**config.mk**
```make
export PLATFORM = sky130hd
export DESIGN_NAME = led_display_arbiter
export DESIGN_NICKNAME = d
export VERILOG_FILES = /design/src/rtl/led_disp_pkg.sv /design/src/rtl/hex_to_seg.sv /design/src/rtl/led_display_arbiter.sv
export SDC_FILE = /design/constraint.sdc
export NUM_CORES = 1
export LEC_CHECK = 0
export CORE_ASPECT_RATIO = 0.5
export CORE_UTILIZATION = 44
export DETAILED_ROUTE_END_ITERATION = 6
export GPL_ROUTABILITY_DRIVEN = 0
export HOLD_SLACK_MARGIN = 0.05
export PLACE_DENSITY = 0.77
export SETUP_SLACK_MARGIN = 0.02
export SLEW_MARGIN = 15
export SYNTH_ARGS = -nofsm -noshare
export SYNTH_HDL_FRONTEND = slang
export SYNTH_SLANG_ARGS = --single-unit
```
**constraint.sdc**
```tcl
create_clock -name CLKIN -period 2.91 [get_ports CLKIN]
set_input_delay 0.582 -clock CLKIN [delete_from_list [all_inputs] [get_ports CLKIN]]
set_output_delay 0.582 -clock CLKIN [all_outputs]
set_load 0.005 [all_outputs]
```
**src/rtl/led_disp_pkg.sv**
```systemverilog
// Shared constants, state encoding and round-robin helper for the
// multiplexed 7-segment display arbiter.
package led_disp_pkg;

    localparam int NUM_CLIENTS = 4;
    localparam int NUM_DIGITS  = 4;

    localparam logic [7:0] SEG_BLANK = 8'hFF;
    localparam logic [3:0] SEL_OFF   = 4'hF;

    typedef enum logic {
        IDLE,
        GRANT
    } state_t;

    // Returns {found, index} of the first requester strictly after ptr in
    // cyclic order, with ptr itself considered last.
    function automatic logic [2:0] rr_pick(input logic [3:0] req, input logic [1:0] ptr);
        logic [2:0] res;
        logic [1:0] cand;
        res = '0;
        for (int i = 1; i <= NUM_CLIENTS; i++) begin
            cand = ptr + 2'(i);
            if (!res[2] && req[cand]) begin
                res = {1'b1, cand};
            end
        end
        return res;
    endfunction

endpackage

```
**src/rtl/hex_to_seg.sv**
```systemverilog
// Hex nibble to active-low gfedcba segment pattern (decimal point not included).
module hex_to_seg (
    input  logic [3:0] nibble,
    output logic [6:0] seg
);

    always_comb begin
        seg = 7'h7F;
        case (nibble)
            4'h0: seg = 7'h40;
            4'h1: seg = 7'h79;
            4'h2: seg = 7'h24;
            4'h3: seg = 7'h30;
            4'h4: seg = 7'h19;
            4'h5: seg = 7'h12;
            4'h6: seg = 7'h02;
            4'h7: seg = 7'h78;
            4'h8: seg = 7'h00;
            4'h9: seg = 7'h10;
            4'hA: seg = 7'h08;
            4'hB: seg = 7'h03;
            4'hC: seg = 7'h46;
            4'hD: seg = 7'h21;
            4'hE: seg = 7'h06;
            4'hF: seg = 7'h0E;
            default: seg = 7'h7F;
        endcase
    end

endmodule

```
**src/rtl/led_display_arbiter.sv**
```systemverilog
// Round-robin sharing of the 4-digit multiplexed display between 4 clients,
// with grants held for a minimum number of scan frames.
module led_display_arbiter
    import led_disp_pkg::*;
#(
    parameter int DIV_BITS    = 16,
    parameter int HOLD_FRAMES = 8
) (
    input  logic                      CLKIN,
    input  logic                      RESET,
    input  logic [NUM_CLIENTS-1:0]    REQ,
    input  logic [16*NUM_CLIENTS-1:0] DATA,
    output logic [NUM_CLIENTS-1:0]    GNT,
    output logic [7:0]                SEG,
    output logic [3:0]                SEL,
    output logic                      FRAME
);

    localparam int              FC_W   = $clog2(HOLD_FRAMES + 1);
    localparam logic [FC_W-1:0] FC_MAX = FC_W'(HOLD_FRAMES);

    state_t              state_q, state_d;
    logic [3:0]          gnt_q, gnt_d;
    logic [1:0]          rr_ptr_q, rr_ptr_d;
    logic [DIV_BITS-1:0] presc_q, presc_d;
    logic [1:0]          idx_q, idx_d;
    logic [FC_W-1:0]     frame_cnt_q, frame_cnt_d, fc_inc;
    logic [15:0]         shadow_q, shadow_d;
    logic [7:0]          seg_q, seg_d;
    logic [3:0]          sel_q, sel_d;
    logic [6:0]          digit_seg;
    logic [2:0]          pick;
    logic                tick, frame, take;

    assign tick  = &presc_q;
    assign frame = tick && (idx_q == 2'd3);

    assign GNT   = gnt_q;
    assign SEG   = seg_q;
    assign SEL   = sel_q;
    assign FRAME = frame;

    hex_to_seg u_hex (
        .nibble (shadow_q[{idx_q, 2'b00} +: 4]),
        .seg    (digit_seg)
    );

    always_ff @(posedge CLKIN) begin
        if (RESET) begin
            state_q     <= IDLE;
            gnt_q       <= '0;
            rr_ptr_q    <= 2'd3;
            presc_q     <= '0;
            idx_q       <= '0;
            frame_cnt_q <= '0;
            shadow_q    <= '0;
            seg_q       <= SEG_BLANK;
            sel_q       <= SEL_OFF;
        end else begin
            state_q     <= state_d;
            gnt_q       <= gnt_d;
            rr_ptr_q    <= rr_ptr_d;
            presc_q     <= presc_d;
            idx_q       <= idx_d;
            frame_cnt_q <= frame_cnt_d;
            shadow_q    <= shadow_d;
            seg_q       <= seg_d;
            sel_q       <= sel_d;
        end
    end

    // The holder is masked out, so in GRANT this is "next requester after holder".
    always_comb begin
        state_d     = state_q;
        gnt_d       = gnt_q;
        rr_ptr_d    = rr_ptr_q;
        presc_d     = presc_q + DIV_BITS'(1);
        idx_d       = tick ? idx_q + 2'd1 : idx_q;
        frame_cnt_d = frame_cnt_q;
        shadow_d    = shadow_q;
        take        = 1'b0;
        fc_inc      = (frame_cnt_q == FC_MAX) ? FC_MAX : frame_cnt_q + FC_W'(1);
        pick        = rr_pick(REQ & ~gnt_q, rr_ptr_q);

        case (state_q)
            IDLE: begin
                take = pick[2];
            end
            GRANT: begin
                if (frame) begin
                    frame_cnt_d = fc_inc;
                    shadow_d    = DATA[{rr_ptr_q, 4'b0000} +: 16];
                    if (!REQ[rr_ptr_q]) begin
                        if (pick[2]) begin
                            take = 1'b1;
                        end else begin
                            state_d = IDLE;
                            gnt_d   = '0;
                        end
                    end else if ((fc_inc == FC_MAX) && pick[2]) begin
                        take = 1'b1;
                    end
                end
            end
            default: begin
                state_d = IDLE;
                gnt_d   = '0;
            end
        endcase

        // A new grant restarts the scan so the winner gets whole frames.
        if (take) begin
            state_d     = GRANT;
            gnt_d       = 4'b0001 << pick[1:0];
            rr_ptr_d    = pick[1:0];
            presc_d     = '0;
            idx_d       = '0;
            frame_cnt_d = '0;
            shadow_d    = DATA[{pick[1:0], 4'b0000} +: 16];
        end
    end

    always_comb begin
        seg_d = SEG_BLANK;
        sel_d = SEL_OFF;
        if (state_q == GRANT) begin
            sel_d = ~(4'b0001 << idx_q);
            seg_d = {1'b1, digit_seg};
        end
    end

endmodule

```
======== After elaboration in Yosys (flattened, before gate mapping) ========
Memory sizes are Yosys's and may differ from the RTL's. A register that Yosys moved wholly into a read port is not among the register bits.
Cells that the tools add are included.
Widths: inputs -> output; s select.
storage, ports and cells
  output and inout port bits .............. 17
  flip-flop bits (word level) ............. 50
  bits in read-only memories .............. 112
  bits of input ports ..................... 70
  memories kept ........................... 1
  logic and storage cells ................. 82
memories
  name             depth  bits a word  rd ports  clocked after Yosys merged registers in  write ports  line             text
  (no name shown)  16     7            1         1                                        0            hex_to_seg.sv:9  case (nibble)
cells by class
  equality and inequality tests ........... 5
  bitwise operators ....................... 4
  add/subtract/negate cells ............... 6
  shift operators ......................... 5
  order comparisons ....................... 4
  mux-type cells .......................... 32
  reduce and logical (&&, ||, !) cells .... 16
operator list
  cell                   number
  $shiftx 64x7->16       2
  $mux 16                3
  $mux 4                 6
  $add 16x1->16 const B  1
  $reduce_and 16->1      1
  $shiftx 16x5->4        1
  $mux 1                 13
  $lt 2x3->1 const B     4
  $mux 3                 4
  $bmux 1 s2             5
  $eq 4x4->1 const B     2
  $not 4->4              2
  $shl 1x2->4 const A    2
  $logic_and 1x1->1      5
  $add 2x1->2 const B    2
  $add 2x2->2 const B    2
  $add 4x1->4 const B    1
  $and 4x4->4            1
  $reduce_and 2->1       2
  $reduce_and 4->1       1
  $reduce_bool 2->1      2
  $reduce_or 2->1        2
  $logic_not 1->1        3
  $eq 2x2->1 const B     1
  4 further kinds        4

======== Longest topological paths before layout ========
Gate-level depths: netlist of run 1.
  depth after elaboration ................. 21
  mapped depth ............................ 11
  depth with buffers taken out ............ 9

======== Modules after synthesis ========
From an unflattened synthesis of run 1, not the netlist that was laid out.
second synthesis, totals
  cells, all modules ...................... 323
  area, all modules ....................... 3,032.9 µm²
by module, submodules not included
  module               instances  sequential area each (µm²)  cells each  area each (µm²)
  led_display_arbiter  1          1,121.1                     291         2,757.6
  hex_to_seg           1          0.0                         32          275.3

======== Worst setup path after synthesis of run 1 ========
OpenSTA, ideal clock, no wires.
  path type ............................... reg-to-reg
  from .................................... reg presc_q[0]
  to ...................................... reg shadow_q[10]
  clock period less this slack ............ 2,767 ps
  data required time ...................... 2,788 ps
  setup slack ............................. 143 ps
  cell stages (with the launch flop) ...... 10
  path buffers ............................ 1
  arrival ................................. 2,645 ps
  library setup time ...................... 122 ps
  path through ............................ dfxtp_1 > ha_1 > and3_2 > nand4_2 > or3_4 > or3_4 > o211ai_4 > buf_6 > mux2_1 > a221o_1
on the way
  longest elaborated chain between the ends .. 6
  elaborated cells between the ends (all ways) .. 8
  classes of those cells .................. mux: 3; reduce/logical: 5
RTL lines
  item                         line                       text
  start: declaration           led_display_arbiter.sv:25  logic [DIV_BITS-1:0] presc_q, presc_d;
  start signal: assignment     led_display_arbiter.sv:63  presc_q <= presc_d;
  $reduce_and 16->1 *          led_display_arbiter.sv:35  assign tick = &presc_q;
  $logic_and 1x1->1 *          led_display_arbiter.sv:36  assign frame = tick && (idx_q == 2'd3);
  $mux 1                       led_display_arbiter.sv:90  if (frame) begin
  $pmux 1 s2                   led_display_arbiter.sv:85  case (state_q)
  $reduce_bool 2->1 (no line)  -
  $reduce_and 2->1 (no line)   -
  end signal: assignment       led_display_arbiter.sv:66  shadow_q <= shadow_d;
  end: declaration             led_display_arbiter.sv:28  logic [15:0] shadow_q, shadow_d;
Every way passes the cells marked *; elsewhere a longest branch is shown, timed or not.
A chain may end at the register's enable or synchronous reset.

======== Worst setup path in the final report of run 1 ========
  from .................................... reg presc_q[0]
  to ...................................... reg shadow_q[14]
The elaborated chain is that of the path after synthesis.

==> results of run 1 <==
[cell usage after synthesis (2+ instances only)]
master                      n
sky130_fd_sc_hd__a21oi_1    8
sky130_fd_sc_hd__nor3_1     2
sky130_fd_sc_hd__mux2_2     3
sky130_fd_sc_hd__o21ai_0    6
sky130_fd_sc_hd__mux2_1    29
sky130_fd_sc_hd__dfxtp_1   56
sky130_fd_sc_hd__nand2b_1   3
sky130_fd_sc_hd__xor2_1     8
sky130_fd_sc_hd__nor2_1    34
sky130_fd_sc_hd__xnor2_1    9
sky130_fd_sc_hd__mux2i_1    4
sky130_fd_sc_hd__nor2b_1    6
sky130_fd_sc_hd__nand4_1    2
sky130_fd_sc_hd__or3_1      2
sky130_fd_sc_hd__buf_6      4
sky130_fd_sc_hd__a32oi_1    2
sky130_fd_sc_hd__mux4_2     5
sky130_fd_sc_hd__inv_1     11
sky130_fd_sc_hd__ha_1      13
sky130_fd_sc_hd__or3_4      2
sky130_fd_sc_hd__o221ai_1   5
sky130_fd_sc_hd__and3b_1    3
sky130_fd_sc_hd__o211ai_1   2
sky130_fd_sc_hd__nand3_1   12
sky130_fd_sc_hd__a221o_1   16
sky130_fd_sc_hd__buf_4      2
sky130_fd_sc_hd__a22oi_1    3
sky130_fd_sc_hd__nand2_1   17
sky130_fd_sc_hd__nor3b_1   16
sky130_fd_sc_hd__or2_2      3
sky130_fd_sc_hd__clkbuf_1  12
[per-layer routing]
layer / GRT usage, % / up-vias / wire length, um
met5: 0 / - / 0
met1: 28.3 / 1445 / 3740
li1: - / 1397 / -
met2: 43.5 / 125 / 4610
met3: 5.15 / 21 / 458
met4: 8.69 / 0 / 190
[state kept, by name (all words and copies together), names as in the netlist]
name,cells
presc_q,16
shadow_q,16
SEG,7
GNT,4
SEL,4
frame_cnt_q,4
idx_q,2
rr_ptr_q,2
state_q,1
[per-stage QoR]
step | setup TNS, ns | setup WS [ns] | cell area [sq um] | util (%) | power [uW]
5_1_grt | 0 | 0.0101 | 4660 | 67.9 | 2340
3_5_place_dp | -6.61 | -0.443 | 4260 | 62.2 | 1440
6_report | 0 | 0.0739 | 4660 | 67.9 | 2260
4_1_cts | 0 | 0.00829 | 4560 | 66.5 | 2220
2_1_floorplan | 0 | 0.143 | 3210 | - | 1200
3_3_place_gp | -5.35 | -0.355 | 4260 | 62.2 | 1420
[repair_timing]
item | in CTS | in global routing
setup endpoints to repair | 16 | 17
resized for setup | 16 | 16
setup buffers | 3 | 2
pin swaps | 1 | 5
gates cloned | 2 | 1
[report_power, final]
group / leakage, uW / switching (uW) / internal, uW
registers: 0.000461 / 42.1 / 823
clock network: 0.0000804 / 308 / 410
logic: 0.00126 / 268 / 413
[cells by family (layout without fill, tap and decap cells)]
| family | Yosys count | count (layout) | synth area share, % |
|---|---|---|---|
| AND/OR/NAND/NOR | 113 | 113 | 19.9 |
| flip-flops | 56 | 56 | 35.0 |
| AO/OA/AOI/OAI | 54 | 54 | 14.1 |
| multiplexers | 41 | 41 | 16.0 |
| buffers and inverters | 31 | 136 | 5.19 |
| XOR/XNOR | 17 | 17 | 4.65 |
| adder cells (fa/ha/maj) | 13 | 13 | 5.07 |
| other | 1 | 1 | 0.117 |
[area by class of cell]
class,instances,area (sq um)
clock buffers,5,125
clock inverters,3,46.3
fillers,497,2200
inverters,11,41.3
multi-input cells,239,1990
flip-flops and latches,56,1130
well taps,92,115
repair buffers,117,1210
[worst max path at each step]
stage | cells after the start | endpoint | slack, ns | startpoint
final | 10 | shadow_q[14]$_SDFFE_PP0P_ | 0.07 | presc_q[0]$_SDFF_PP0_
after global routing | 10 | shadow_q[14]$_SDFFE_PP0P_ | 0.01 | presc_q[0]$_SDFF_PP0_
after CTS | 9 | shadow_q[14]$_SDFFE_PP0P_ | 0.008 | REQ[2]
after detailed placement | 7 | shadow_q[15]$_SDFFE_PP0P_ | -0.44 | REQ[3]
after global placement | 7 | shadow_q[15]$_SDFFE_PP0P_ | -0.36 | REQ[3]
after floorplan | 9 | shadow_q[10]$_SDFFE_PP0P_ | 0.14 | presc_q[0]$_SDFF_PP0_
==> results.md, run 1 <==
- Status: finished clean
- Worst R2R Path Depth: 10
- Endpoint of the worst register-to-register path: shadow_q[14]$_SDFFE_PP0P_
- Capturing element type of the critical path: flop
- HP Start: presc_q[0]$_SDFF_PP0_
- Fraction of layout cells with a size suffix above 1: 18.8%
- Max clock buf depth: 2
- Number of buffers inserted for hold repair after clock tree synthesis: 0
- CP dominant cell by count: sky130_fd_sc_hd__or3_4
- Layout area overhead: 45.4%
- Layout Nets: 513
- Clock network latency to the later pin of the worst-skew pair: 0.30 ns
- Horizontal die dimension: 123 um
- Setup slack of the most critical reg-to-reg path: 0.07 ns
- First-pass DRT Iterations: 6
- Crit-path max FO: 6
- Worst hold path depth: 1
- Maximum achievable frequency: 353 MHz
- Commonest cells after routing, fill and taps aside: 81 x sky130_fd_sc_hd__clkdlybuf4s50_1, 50 x sky130_fd_sc_hd__dfxtp_1, 34 x sky130_fd_sc_hd__nor2_1
- Leading cell types by total area after synthesis: sky130_fd_sc_hd__dfxtp_1 35%, sky130_fd_sc_hd__mux2_1 10%, sky130_fd_sc_hd__ha_1 5.1%
- Sequential area share after synthesis: 35.0%
- Final-report setup violation count: 0
- Final worst-path cycle share: 97.5%
- Overall overflow remaining after global route: 0
- Initial antenna violation count: 0
- Number of different library cells in the post-synthesis netlist: 57
- Number of synthesized register bits: 56
- Starting density of the core: 46.7%
- Detail Placement HPWL: 6390 um
- Yosys top cell by area: sky130_fd_sc_hd__dfxtp_1
- Power per cell area: 486 nW/um^2
- Cell Chain, Critical Path: ha_4 -> and3_4 -> nand4_4 -> or3_4 -> or3_4 -> o211ai_4 -> buf_12 -> clkbuf_16 -> mux2_4 -> a221o_1
- Netlist area before placement: 3210 sq um
- Detailed-route via count: 2988
- Placed Cells incl. Taps: 507
- TritonCTS Buffers: 5
- Max cap viols: 0
- Family of cells with the greatest summed delay on the critical path: simple AND/OR/NAND/NOR gates
- Crit-path slowest cell: sky130_fd_sc_hd__or3_4
- Required time worst endpoint: 3.10 ns
- Worst hold slack after final layout: 0.450 ns
- Most common cell after layout, fill and taps aside: sky130_fd_sc_hd__clkdlybuf4s50_1
- Number of sinks handled by clock tree synthesis: 56
- All-Layer GR Usage: 24.2%
- Number of I/O pins: 87
- Slew at the pin closest to its max-slew limit: 0.729 ns
- Static Leak: 0.00180 uW
- Number of design-rule violations left by the first detailed-router iteration: 310
- Avg Inst Size Synth: 9.83 sq um
- CORE AREA: 6860 sq um
- Die Outline Area: 7650 sq um
- DRC violations left: 0
- Unrepaired setup endpoints after global routing: no
- Start of the worst register-to-register path: presc_q[0]$_SDFF_PP0_
- Path category of the worst min-delay check: flop to flop
- Placement row count: 21
- Sort of element at the start of the critical path: flop
- Count of buffers inserted at the top-level ports: 85
- Signal arrival time at the worst endpoint: 3.03 ns
- Chip Height: 62.4 um
- Routed length per instance: 17.2 um
- Root Buffer Master: sky130_fd_sc_hd__clkbuf_16
- Cells after synthesis: 326
- Fin. max-slew vios: 0
- CP max stage delay: 0.40 ns
- Clock-pin slew on the worst setup and hold paths: 0.08 ns
- Yosys warning count: 0
- Ant diodes: 0
- Global-route wire length before repair: 14300 um
- Largest clock skew in the final design: 0.00539 ns
- Largest voltage drop on the vdd net: 290 uV
- H-Tree Level Count: 2
- Top cell type's share of synthesized area: 35.0%
- Vias per inst: 5.71
- Critical path start-end classification: flop to flop
- Clock tree from TritonCTS: yes
- Routed wire length: 9000 um
- Most instantiated flip-flop cell in the synthesis netlist: sky130_fd_sc_hd__dfxtp_1
- Number of nets still failing antenna checks after routing: 0
- Post-synth ARST share: 0%
- Buf+Inv Stages, Crit Path: 2
- Largest net degree at the start of global routing: 23
- Vias in the first global route: 3014
- Hold Path End: presc_q[0]$_SDFF_PP0_
- Shortest clock period the worst path allows after layout: 2.84 ns
- Post-route insts no fill: 523
- Number of enable flip-flop cells after synthesis: 0
- Net count after synthesis: 409
- Remaining max-slew budget at the tightest pin: 51.4%
- Endpoints failing hold: 0
Note: power is estimated with default switching activity, not from simulation.
==> inputs of run 2 (changes only) <==
Settings changed: ABC_CLOCK_PERIOD_IN_PS set to 2910.
==> results of run 2 <==
Same layout as run 1: the final DEF is identical, and so are final timing and power.
==> inputs of run 3 (changes only) <==
Settings changed: CAP_MARGIN set to 20.
==> results of run 3 <==
Same layout as run 1: the final DEF is identical, and so are final timing and power.
